## src/rtl/udp_tx_framer_if.sv

```systemverilog
// Payload-in and frame-out streams of the UDP transmit framer.
// master = framer side, slave = FIFO/MAC side.
interface udp_tx_framer_if;
  logic [31:0] data_in;
  logic        data_in_vld;
  logic        data_in_rd;
  logic [31:0] data_out;
  logic [1:0]  be_out;
  logic        data_out_rdy;
  logic        data_out_rd;
  logic        sop;
  logic        eop;

  modport master (
    input  data_in, data_in_vld, data_out_rd,
    output data_in_rd, data_out, be_out, data_out_rdy, sop, eop
  );

  modport slave (
    output data_in, data_in_vld, data_out_rd,
    input  data_in_rd, data_out, be_out, data_out_rdy, sop, eop
  );
endinterface

```

## src/rtl/udp_tx_framer.sv

```systemverilog
// Ethernet/IPv4/UDP frame generator: latches header fields on start, computes
// IP/UDP checksums in one cycle, then streams header and payload words.
module udp_tx_framer #(
  parameter int unsigned VLAN_EN   = 0,
  parameter int unsigned CHKSUM_EN = 1
) (
  input  logic         clk,
  input  logic         rst_n,
  input  logic         start,
  input  logic [47:0]  mac_dst_addr,
  input  logic [47:0]  mac_src_addr,
  input  logic [15:0]  mac_type,
  input  logic [15:0]  vlan_tci,
  input  logic [7:0]   ip_dsf,
  input  logic [15:0]  ip_id,
  input  logic [2:0]   ip_flag,
  input  logic [12:0]  ip_frag_offset,
  input  logic [7:0]   ip_ttl,
  input  logic [7:0]   ip_prot,
  input  logic [31:0]  ip_src_addr,
  input  logic [31:0]  ip_dst_addr,
  input  logic [15:0]  udp_src_port,
  input  logic [15:0]  udp_dst_port,
  input  logic [15:0]  udp_data_length,
  input  logic [15:0]  udp_data_chksum,
  output logic         busy,
  output logic         len_err,
  udp_tx_framer_if.master bus
);

  localparam logic [15:0] MAX_LEN = 16'd65507;
  localparam logic [3:0]  HLAST   = 4'(9 + VLAN_EN);

  typedef enum logic [1:0] {IDLE, CALC, HDR, PAY} state_t;

  state_t      state_q;
  logic        busy_q, len_err_q;
  logic [47:0] dst_q, src_q;
  logic [15:0] type_q, tci_q, id_q, sport_q, dport_q, len_q, dchk_q;
  logic [7:0]  dsf_q, ttl_q, prot_q;
  logic [2:0]  flag_q;
  logic [12:0] frag_q;
  logic [31:0] sip_q, dip_q;
  logic [15:0] tot_len_q, udp_len_q, ip_cs_q, udp_cs_q;
  logic [3:0]  widx_q;
  logic        first_q;
  logic [15:0] rem_q, hold_q;

  logic [15:0] tot_len_d, udp_len_d, ip_cs_d, udp_cs_d, udp_cs_raw;
  logic [19:0] ip_sum, udp_sum;
  logic [3:0]  hsel;
  logic [31:0] word_d;
  logic [1:0]  be_d;
  logic        need_d, last_d, rdy_d, xfer;
  logic [15:0] step_d;

  // Two end-around-carry folds of a 20-bit sum always leave no carry.
  function automatic logic [15:0] fold16(input logic [19:0] s);
    logic [16:0] f;
    f = 17'(s[15:0]) + 17'(s[19:16]);
    return f[15:0] + 16'(f[16]);
  endfunction

  always_comb begin
    tot_len_d = len_q + 16'd28;
    udp_len_d = len_q + 16'd8;
    ip_sum = 20'({8'h45, dsf_q}) + 20'(tot_len_d) + 20'(id_q)
           + 20'({flag_q, frag_q}) + 20'({ttl_q, prot_q})
           + 20'(sip_q[31:16]) + 20'(sip_q[15:0])
           + 20'(dip_q[31:16]) + 20'(dip_q[15:0]);
    udp_sum = 20'(sip_q[31:16]) + 20'(sip_q[15:0])
            + 20'(dip_q[31:16]) + 20'(dip_q[15:0])
            + 20'({8'h00, prot_q}) + 20'(udp_len_d)
            + 20'(sport_q) + 20'(dport_q) + 20'(udp_len_d) + 20'(dchk_q);
    ip_cs_d    = ~fold16(ip_sum);
    udp_cs_raw = ~fold16(udp_sum);
    if (CHKSUM_EN == 0)          udp_cs_d = '0;
    else if (udp_cs_raw == '0)   udp_cs_d = '1;
    else                         udp_cs_d = udp_cs_raw;
  end

  always_comb begin
    word_d = '0;
    be_d   = 2'b00;
    need_d = 1'b0;
    last_d = 1'b0;
    step_d = '0;
    hsel   = widx_q;
    if (widx_q >= 4'd3) hsel = widx_q - 4'(VLAN_EN);
    case (state_q)
      HDR: begin
        if (VLAN_EN != 0 && widx_q == 4'd3) word_d = {16'h8100, tci_q};
        else begin
          case (hsel)
            4'd0:    word_d = dst_q[47:16];
            4'd1:    word_d = {dst_q[15:0], src_q[47:32]};
            4'd2:    word_d = src_q[31:0];
            4'd3:    word_d = {type_q, 8'h45, dsf_q};
            4'd4:    word_d = {tot_len_q, id_q};
            4'd5:    word_d = {flag_q, frag_q, ttl_q, prot_q};
            4'd6:    word_d = {ip_cs_q, sip_q[31:16]};
            4'd7:    word_d = {sip_q[15:0], dip_q[31:16]};
            4'd8:    word_d = {dip_q[15:0], sport_q};
            4'd9:    word_d = {dport_q, udp_len_q};
            default: word_d = '0;
          endcase
        end
      end
      PAY: begin
        // rem_q counts payload bytes not yet sent; the first word carries
        // only two payload bytes behind the UDP checksum.
        if (first_q) begin
          need_d = (rem_q != '0);
          last_d = (rem_q <= 16'd2);
          step_d = (rem_q >= 16'd2) ? 16'd2 : rem_q;
          be_d   = (rem_q == '0) ? 2'b10 : (rem_q == 16'd1) ? 2'b11 : 2'b00;
          word_d = {udp_cs_q, need_d ? bus.data_in[31:16] : 16'h0000};
        end else begin
          need_d = (rem_q > 16'd2);
          last_d = (rem_q <= 16'd4);
          step_d = (rem_q >= 16'd4) ? 16'd4 : rem_q;
          be_d   = (rem_q >= 16'd4) ? 2'b00 : rem_q[1:0];
          word_d = {hold_q, need_d ? bus.data_in[31:16] : 16'h0000};
        end
      end
      default: ;
    endcase
    rdy_d = (state_q == HDR) || (state_q == PAY && (!need_d || bus.data_in_vld));
    xfer  = rdy_d && bus.data_out_rd;
  end

  assign bus.data_out_rdy = rdy_d;
  assign bus.data_out     = rdy_d ? word_d : '0;
  assign bus.be_out       = rdy_d ? be_d : 2'b00;
  assign bus.sop          = (state_q == HDR) && (widx_q == '0);
  assign bus.eop          = (state_q == PAY) && rdy_d && last_d;
  assign bus.data_in_rd   = (state_q == PAY) && need_d && bus.data_in_vld && bus.data_out_rd;
  assign busy             = busy_q;
  assign len_err          = len_err_q;

  always_ff @(posedge clk or negedge rst_n) begin
    if (!rst_n) begin
      state_q   <= IDLE;
      busy_q    <= 1'b0;
      len_err_q <= 1'b0;
      dst_q     <= '0;  src_q   <= '0;  type_q <= '0;  tci_q  <= '0;
      dsf_q     <= '0;  id_q    <= '0;  flag_q <= '0;  frag_q <= '0;
      ttl_q     <= '0;  prot_q  <= '0;  sip_q  <= '0;  dip_q  <= '0;
      sport_q   <= '0;  dport_q <= '0;  len_q  <= '0;  dchk_q <= '0;
      tot_len_q <= '0;  udp_len_q <= '0;  ip_cs_q <= '0;  udp_cs_q <= '0;
      widx_q    <= '0;  first_q <= 1'b0;  rem_q <= '0;  hold_q <= '0;
    end else begin
      len_err_q <= 1'b0;
      case (state_q)
        IDLE: begin
          if (start) begin
            if (udp_data_length > MAX_LEN) begin
              len_err_q <= 1'b1;
            end else begin
              dst_q   <= mac_dst_addr;   src_q   <= mac_src_addr;
              type_q  <= mac_type;       tci_q   <= vlan_tci;
              dsf_q   <= ip_dsf;         id_q    <= ip_id;
              flag_q  <= ip_flag;        frag_q  <= ip_frag_offset;
              ttl_q   <= ip_ttl;         prot_q  <= ip_prot;
              sip_q   <= ip_src_addr;    dip_q   <= ip_dst_addr;
              sport_q <= udp_src_port;   dport_q <= udp_dst_port;
              len_q   <= udp_data_length; dchk_q <= udp_data_chksum;
              rem_q   <= udp_data_length;
              busy_q  <= 1'b1;
              state_q <= CALC;
            end
          end
        end
        CALC: begin
          tot_len_q <= tot_len_d;
          udp_len_q <= udp_len_d;
          ip_cs_q   <= ip_cs_d;
          udp_cs_q  <= udp_cs_d;
          widx_q    <= '0;
          first_q   <= 1'b1;
          state_q   <= HDR;
        end
        HDR: begin
          if (xfer) begin
            if (widx_q == HLAST) state_q <= PAY;
            else                 widx_q  <= widx_q + 4'd1;
          end
        end
        PAY: begin
          if (xfer) begin
            rem_q   <= rem_q - step_d;
            first_q <= 1'b0;
            if (need_d) hold_q <= bus.data_in[15:0];
            if (last_d) begin
              state_q <= IDLE;
              busy_q  <= 1'b0;
            end
          end
        end
        default: state_q <= IDLE;
      endcase
    end
  end

endmodule

```

## src/flat_wrapper.sv

```systemverilog
// flat-port wrapper written by rule: the top's interface ports become plain ports
module udp_tx_framer_flat 
#(
  parameter int unsigned VLAN_EN   = 0,
  parameter int unsigned CHKSUM_EN = 1
)
  (clk, rst_n, start, mac_dst_addr, mac_src_addr, mac_type, vlan_tci, ip_dsf, ip_id, ip_flag, ip_frag_offset, ip_ttl, ip_prot, ip_src_addr, ip_dst_addr, udp_src_port, udp_dst_port, udp_data_length, udp_data_chksum, busy, len_err, bus_data_in, bus_data_in_vld, bus_data_out_rd, bus_data_in_rd, bus_data_out, bus_be_out, bus_data_out_rdy, bus_sop, bus_eop);
  udp_tx_framer_if bus_i ();
  input  logic clk;
  input  logic rst_n;
  input  logic start;
  input  logic [47:0] mac_dst_addr;
  input  logic [47:0] mac_src_addr;
  input  logic [15:0] mac_type;
  input  logic [15:0] vlan_tci;
  input  logic [7:0] ip_dsf;
  input  logic [15:0] ip_id;
  input  logic [2:0] ip_flag;
  input  logic [12:0] ip_frag_offset;
  input  logic [7:0] ip_ttl;
  input  logic [7:0] ip_prot;
  input  logic [31:0] ip_src_addr;
  input  logic [31:0] ip_dst_addr;
  input  logic [15:0] udp_src_port;
  input  logic [15:0] udp_dst_port;
  input  logic [15:0] udp_data_length;
  input  logic [15:0] udp_data_chksum;
  output logic busy;
  output logic len_err;
  input wire logic [$bits(bus_i.data_in)-1:0] bus_data_in;
  input wire logic [$bits(bus_i.data_in_vld)-1:0] bus_data_in_vld;
  input wire logic [$bits(bus_i.data_out_rd)-1:0] bus_data_out_rd;
  output wire logic [$bits(bus_i.data_in_rd)-1:0] bus_data_in_rd;
  output wire logic [$bits(bus_i.data_out)-1:0] bus_data_out;
  output wire logic [$bits(bus_i.be_out)-1:0] bus_be_out;
  output wire logic [$bits(bus_i.data_out_rdy)-1:0] bus_data_out_rdy;
  output wire logic [$bits(bus_i.sop)-1:0] bus_sop;
  output wire logic [$bits(bus_i.eop)-1:0] bus_eop;
  assign bus_i.data_in = bus_data_in;
  assign bus_i.data_in_vld = bus_data_in_vld;
  assign bus_i.data_out_rd = bus_data_out_rd;
  assign bus_data_in_rd = bus_i.data_in_rd;
  assign bus_data_out = bus_i.data_out;
  assign bus_be_out = bus_i.be_out;
  assign bus_data_out_rdy = bus_i.data_out_rdy;
  assign bus_sop = bus_i.sop;
  assign bus_eop = bus_i.eop;
  udp_tx_framer #(.VLAN_EN(VLAN_EN), .CHKSUM_EN(CHKSUM_EN)) u_core (.clk(clk), .rst_n(rst_n), .start(start), .mac_dst_addr(mac_dst_addr), .mac_src_addr(mac_src_addr), .mac_type(mac_type), .vlan_tci(vlan_tci), .ip_dsf(ip_dsf), .ip_id(ip_id), .ip_flag(ip_flag), .ip_frag_offset(ip_frag_offset), .ip_ttl(ip_ttl), .ip_prot(ip_prot), .ip_src_addr(ip_src_addr), .ip_dst_addr(ip_dst_addr), .udp_src_port(udp_src_port), .udp_dst_port(udp_dst_port), .udp_data_length(udp_data_length), .udp_data_chksum(udp_data_chksum), .busy(busy), .len_err(len_err), .bus(bus_i));
endmodule
```

## config.mk

```make
export PLATFORM = sky130hd
export DESIGN_NAME = udp_tx_framer_flat
export DESIGN_NICKNAME = d
export VERILOG_FILES = /design/src/rtl/udp_tx_framer_if.sv /design/src/rtl/udp_tx_framer.sv /design/src/flat_wrapper.sv
export SDC_FILE = /design/constraint.sdc
export NUM_CORES = 1
export LEC_CHECK = 0
export ABC_CLOCK_PERIOD_IN_PS = 30700
export CAP_MARGIN = 20
export CORE_ASPECT_RATIO = 0.7
export CORE_MARGIN = 2
export CORE_UTILIZATION = 62
export CTS_BUF_LIST = sky130_fd_sc_hd__clkbuf_2 sky130_fd_sc_hd__clkbuf_4 sky130_fd_sc_hd__clkbuf_8
export CTS_CLUSTER_DIAMETER = 120
export DETAILED_ROUTE_END_ITERATION = 10
export PLACE_DENSITY = 0.9
export SLEW_MARGIN = 20
export SYNTH_ARGS = -nofsm -noshare
export SYNTH_HDL_FRONTEND = slang
export SYNTH_SLANG_ARGS = --single-unit
```

## constraint.sdc

```tcl
create_clock -name clk -period 30.7 [get_ports clk]
set_input_delay 7.675 -clock clk [delete_from_list [all_inputs] [get_ports clk]]
set_output_delay 7.675 -clock clk [all_outputs]
set_load 0.02 [all_outputs]
```

==> flow_metrics.tcl, run 1 <==
set metrics [dict create \
    status "completed" \
    die_x_microns 254.5 \
    relSlewSlack_pct 27.63 \
    die-height_microns 179.4 \
    syn_avg_cell_area_sq_um 10.53 \
    fin_setup_tns_ps 0 \
    cts_made_buffers 67 \
    hold_class "flip-flop to flip-flop" \
    gp_routability_congestion 0.9784 \
    initial_core_util_pct 62.65 \
    hold_violations 0 \
    fill_cells 2985 \
    fin_crit_ps 18080 \
    postCtsSetupBuffers 0 \
    synth_edf_count 0 \
    async_flop_share_pct 100.0 \
    finalClockSkew_ps 27.13 \
    drtPass1Iterations 8 \
    synth_area_leader_cell "dfrtp_1" \
    arrival_ps 10400 \
    wl_per_cell_microns 25.02 \
    dp_hpwl_microns 67340 \
    drtIter0Drc 2301 \
    cap_violations 0 \
    viasPerCell 6.227 \
    io_buffers 372 \
    synth_compound_area_share_pct 14.12 \
    ys_top_cells_by_area "dfrtp_1 (37%), fa_1 (14%), mux2_2 (11%), ha_1 (5.3%), inv_1 (4.2%)" \
    reg2reg_from "u_core.sip_q[16]" \
    antenna_found_initial 6 \
    h-tree-depth 3 \
    dieArea_sq_um 45660 \
    final_util_pct 75.85 \
    synth_top_area_share_pct 36.65 \
    cts_tree "yes" \
    ctsHoldBuffers 0 \
    cp_max_fo 25 \
    rsz0062_at_grt "false" \
    end_kind "output port" \
    cts_root_buf "clkbuf_8" \
    maxSlewViolCount 0 \
    grt_usage_pct 39.76 \
    synth_top_family_by_area "adder cells" \
    r2r_slack_ps 17440 \
    core.rowCount 64 \
    layout-drive-gt1-share_pct 15.18 \
    num_antenna_cells 0 \
    worst_ep_required_time_ps 23030 \
    vias 22280 \
    critPathLaunch "bus_data_in_vld" \
    seq_area_frac_synth_pct 36.65 \
    path_class "input pin to output port" \
    ios 389 \
    setup_violations 0 \
    routed_wl_microns 89540 \
    ys_types 89 \
    ys_ff_latch 399 \
    postSynthCellCount 2586 \
    ctsResizeCount 0 \
    synthAdderAreaFrac_pct 19.22 \
    netlist_area_sq_um 27240 \
    hp-start "u_core.udp_cs_q[15]" \
    grt_start_max_net_pins 206 \
    tightestPinTransition_ps 1080 \
    synth-simple-area-share_pct 7.978 \
    nets 3588 \
    yosys-mux-area-fraction_pct 11.68 \
    path_clk_slew_ps 60 \
    clockBufferDepth 3 \
    antenna_left 0 \
    yosysWarnings 0 \
    drc_errors 0 \
    synth.most_common_cell "dfrtp_1" \
    critical_path.startpoint_type "input pin" \
    hold_slack_ps 495.0 \
    coreArea_sq_um 43480 \
    area_growth_pct 21.07 \
    grt_pass1_wl_microns 134400 \
    min_period_over_period_pct 58.88 \
    synth_ff_type "dfrtp_1" \
    grt_remaining_overflow 0 \
    netlist_top_cells_count "dfrtp_1 (399), inv_1 (307), mux2_2 (272)" \
    max_freq_mhz 55.32 \
    clk_latency_ps 650 \
    synthXorXnorAreaFrac_pct 4.368 \
    cts.sinks 399 \
    grt_pass1_vias 23050 \
]
## routing by layer
| layer | share of wire [%] | track usage, % | up-vias | routed length, microns |
|---|---|---|---|---|
| met3 | 8.9 | 8.407 | 348 | 8001 |
| met4 | 7.0 | 24.34 | 10 | 6235 |
| met5 | 0.069 | 0 | - | 62 |
| met2 | 45 | 62.65 | 1294 | 40360 |
| met1 | 39 | 51.12 | 11020 | 34870 |
| li1 | - | - | 9608 | - |
## worst max-delay path, cell delays in order
cell and delay [ps]:
clkdlybuf4s50_1 430, or2_2 340, a21oi_4 520, buf_4 460, inv_1 170, and3_1 210
clkdlybuf4s50_1 570
## logic make-up after synthesis
| logic type | Yosys count |
|---|---|
| AO/OA/AOI/OAI | 570 |
| adder cells (fa/ha/maj) | 306 |
| XOR/XNOR | 135 |
| AND/OR/NAND/NOR | 463 |
| other | 1 |
| multiplexers | 284 |
| flip-flops | 399 |
| buffers and inverters | 428 |
## path summary, 6_finish.rpt
path | depth (start not counted) | to
max in group asynchronous | 3 | u_core.sport_q[12]
worst max register to register | 44 | u_core.udp_cs_q[13]
min in group asynchronous | 1 | u_core.dsf_q[0]
worst min register to register | 2 | u_core.udp_cs_q[15]
worst max-delay path | 7 | bus_eop
worst min-delay path | 2 | u_core.udp_cs_q[15]
## final cells by class
class	instances	area [sq um]	area share (%)
multi-input combinational	1770	15720	47.66
sequential	399	9985	30.27
timing repair buffer	389	3901	11.83
clock buffer	102	1285	3.896
inverter	308	1156	3.505
tap	594	743.2	2.253
clock inverter	16	193.9	0.5880
## sequential cells by signal (all words and copies together), names as in the netlist, 2 cells and up
signal / flops
u_core.src_q: 48
u_core.prot_q: 8
u_core.sip_q: 32
u_core.id_q: 16
u_core.ttl_q: 8
u_core.udp_len_q: 16
u_core.sport_q: 16
u_core.rem_q: 16
u_core.dip_q: 32
u_core.tot_len_q: 14
u_core.dport_q: 16
u_core.type_q: 16
u_core.ip_cs_q: 16
u_core.flag_q: 3
u_core.widx_q: 4
u_core.udp_cs_q: 16
u_core.frag_q: 13
u_core.state_q: 2
u_core.dst_q: 48
u_core.hold_q: 16
u_core.len_q: 16
u_core.dsf_q: 8
u_core.dchk_q: 16
## stage by stage
step	setup WS [ps]	std cells	instance area, sq um
after floorplan	14210	2597	27280
after global placement	12670	3459	31480
after detailed placement	12640	3459	31480
after CTS	12620	3577	32950
after global routing	12580	3578	32980
final	12620	3578	32980
## placed cells by master, fill, tap and decap left out, types with 31 or more instances in the layout
cell type,netlist,layout
xnor2_1,95,95
mux2_2,272,272
a22oi_1,31,31
a31oi_1,38,38
a221oi_1,60,60
nand2_1,166,166
clkdlybuf4s50_1,0,371
fa_1,188,188
inv_1,307,307
xor2_1,39,39
clkbuf_8,0,83
a21oi_1,126,125
nor2_1,124,123
dfrtp_1,399,399
o21ai_0,132,132
a22o_1,61,61
ha_1,116,115
Power of run 1 is left out: the tool's default activity adds up to more than one toggle a clock period on the data nets, which glitch-free logic cannot reach.
==> inputs of run 2 (changes only) <==
ABC_CLOCK_PERIOD_IN_PS = 18600   (was 30700)
CORE_UTILIZATION = 57   (was 62)
PLACE_DENSITY = 0.84   (was 0.9)
clock period = 18.6 ns   (was 30.7 ns; I/O delays follow)
==> flow_metrics.tcl, run 2 (synthesized netlist as in run 1, its figures left out) <==
set metrics [dict create \
    status "completed" \
    min_period_over_period_pct 70.52 \
    postCtsSetupBuffers 0 \
    clk_latency_ps 660 \
    critPathLaunch "u_core.sip_q[16]" \
    path_class "flip-flop to flip-flop" \
    cp_max_fo 15 \
    met2_length_microns 40030 \
    hp-start "u_core.udp_cs_q[15]" \
    critPathSlowestCell "xnor2_1" \
    met3_length_microns 7021 \
    initial_core_util_pct 58.18 \
    coreArea_sq_um 46820 \
    fill_cells 3321 \
    hold_violations 0 \
    fin_setup_tns_ps 0 \
    ios 389 \
    reg2reg_from "u_core.sip_q[16]" \
    clockBufferDepth 3 \
    num_antenna_cells 0 \
    mostFrequentLayoutCell "dfrtp_1" \
    grt_start_max_net_pins 114 \
    setup_violations 0 \
    antenna_found_initial 2 \
    routed_wl_microns 88480 \
    io_buffers 372 \
    maxSlewViolCount 0 \
    cts_tree "yes" \
    top_layer "met5" \
    final_area_sq_um 32980 \
    relSlewSlack_pct 29.96 \
    critical_path.startpoint_type "flip-flop" \
    rsz0062_at_grt "false" \
    grt_usage_pct 36.38 \
    multi_input_area_sq_um 15710 \
    grt_pass1_wl_microns 135400 \
    dieArea_sq_um 49580 \
    met1_length_microns 36710 \
    cts_made_buffers 67 \
    arrival_ps 13680 \
    gp_routability_congestion 0.9859 \
    finalClockSkew_ps 37.52 \
    seqCellArea_sq_um 9985 \
    dp_hpwl_microns 67360 \
    path_clk_slew_ps 70 \
    drtPass1Iterations 7 \
    grt_pass1_vias 22530 \
    drtIter0Drc 2246 \
    die-height_microns 186.9 \
    crit_path_frequent_cell "a21oi_1" \
    worst_ep_required_time_ps 19160 \
    placed_area_sq_um 31500 \
    ctsResizeCount 0 \
    slowest_delay_ps 590 \
    core.rowCount 66 \
    viasPerCell 6.086 \
    cts.sinks 399 \
    drc_errors 0 \
    final_cell_mix "dfrtp_1 (399), clkdlybuf4s50_1 (371), inv_1 (307)" \
    max_freq_mhz 76.24 \
    nets 3592 \
    fin_crit_ps 13120 \
    wl_per_cell_microns 24.62 \
    ctsHoldBuffers 0 \
    tightestPinTransition_ps 1051 \
    layout-drive-gt1-share_pct 15.02 \
    cap_violations 0 \
    die_x_microns 265.3 \
    largestRegisters "u_core.dst_q x48, u_core.src_q x48" \
    cts_root_buf "clkbuf_8" \
    vias 21870 \
    end_kind "flip-flop" \
    hold_class "flip-flop to flip-flop" \
    area_growth_pct 21.06 \
    antenna_left 0 \
    h-tree-depth 3 \
    grt_remaining_overflow 0 \
]
run 2: changes by cell type in the layout (fill, tap and decap cells not counted), moves of 3 or more:
| cell | before | now |
|---|---|---|
| clkbuf_4 | 19 | 10 |
| buf_4 | 14 | 19 |
| and2_1 | 9 | 12 |
| and2_2 | 6 | 3 |
| clkinvlp_4 | 1 | 4 |
run 2: metrics by stage:
step / worst slack [ps] / hold slack (ps) / cells / utilization (%)
after floorplan: 8157 / 450.7 / 2597 / -
after global placement: 6302 / 481.8 / 3481 / 67.27
after detailed placement: 5946 / 482.4 / 3481 / 67.27
after CTS: 5889 / 497.2 / 3593 / 70.38
after global routing: 4897 / 518.0 / 3594 / 70.43
final: 5484 / 496.6 / 3594 / 70.43
run 2: routing by layer:
layer  up-vias  GRT usage, %
li1       9602             -
met1     10840         49.58
met2      1196         56.57
met3       232         6.688
met4         2         17.47
met5         -             0
run 2: final cells by class:
| class | count | area share, % |
|---|---|---|
| clock buffer | 93 | 3.692 |
| clock inverter | 19 | 0.7209 |
| tap | 612 | 2.322 |
| inverter | 308 | 3.506 |
| timing repair buffer | 393 | 11.83 |
| sequential | 399 | 30.28 |
| multi-input combinational | 1770 | 47.65 |
run 2: worst max-delay path: cells and delay by family (launching register included):
| kind | cells | cell delay [ps] |
|---|---|---|
| adder cells (fa/ha/maj) | 10 | 4150 |
| AO/OA/AOI/OAI | 18 | 3980 |
| XOR/XNOR | 2 | 990 |
| flip-flops | 1 | 450 |
| buffers and inverters | 2 | 210 |
| AND/OR/NAND/NOR | 12 | 3210 |
run 2: worst paths after layout:
check | to | slack [ps] | cells past startpoint
worst max-delay path | u_core.udp_cs_q[13] | 5480 | 44
worst min-delay path | u_core.udp_cs_q[15] | 500 | 2
worst max register to register | u_core.udp_cs_q[13] | 5480 | 44
worst min register to register | u_core.udp_cs_q[15] | 500 | 2
max in group asynchronous | u_core.dst_q[41] | 12110 | 3
min in group asynchronous | u_core.dst_q[35] | 4090 | 1
Power of run 2 is left out for the same reason.
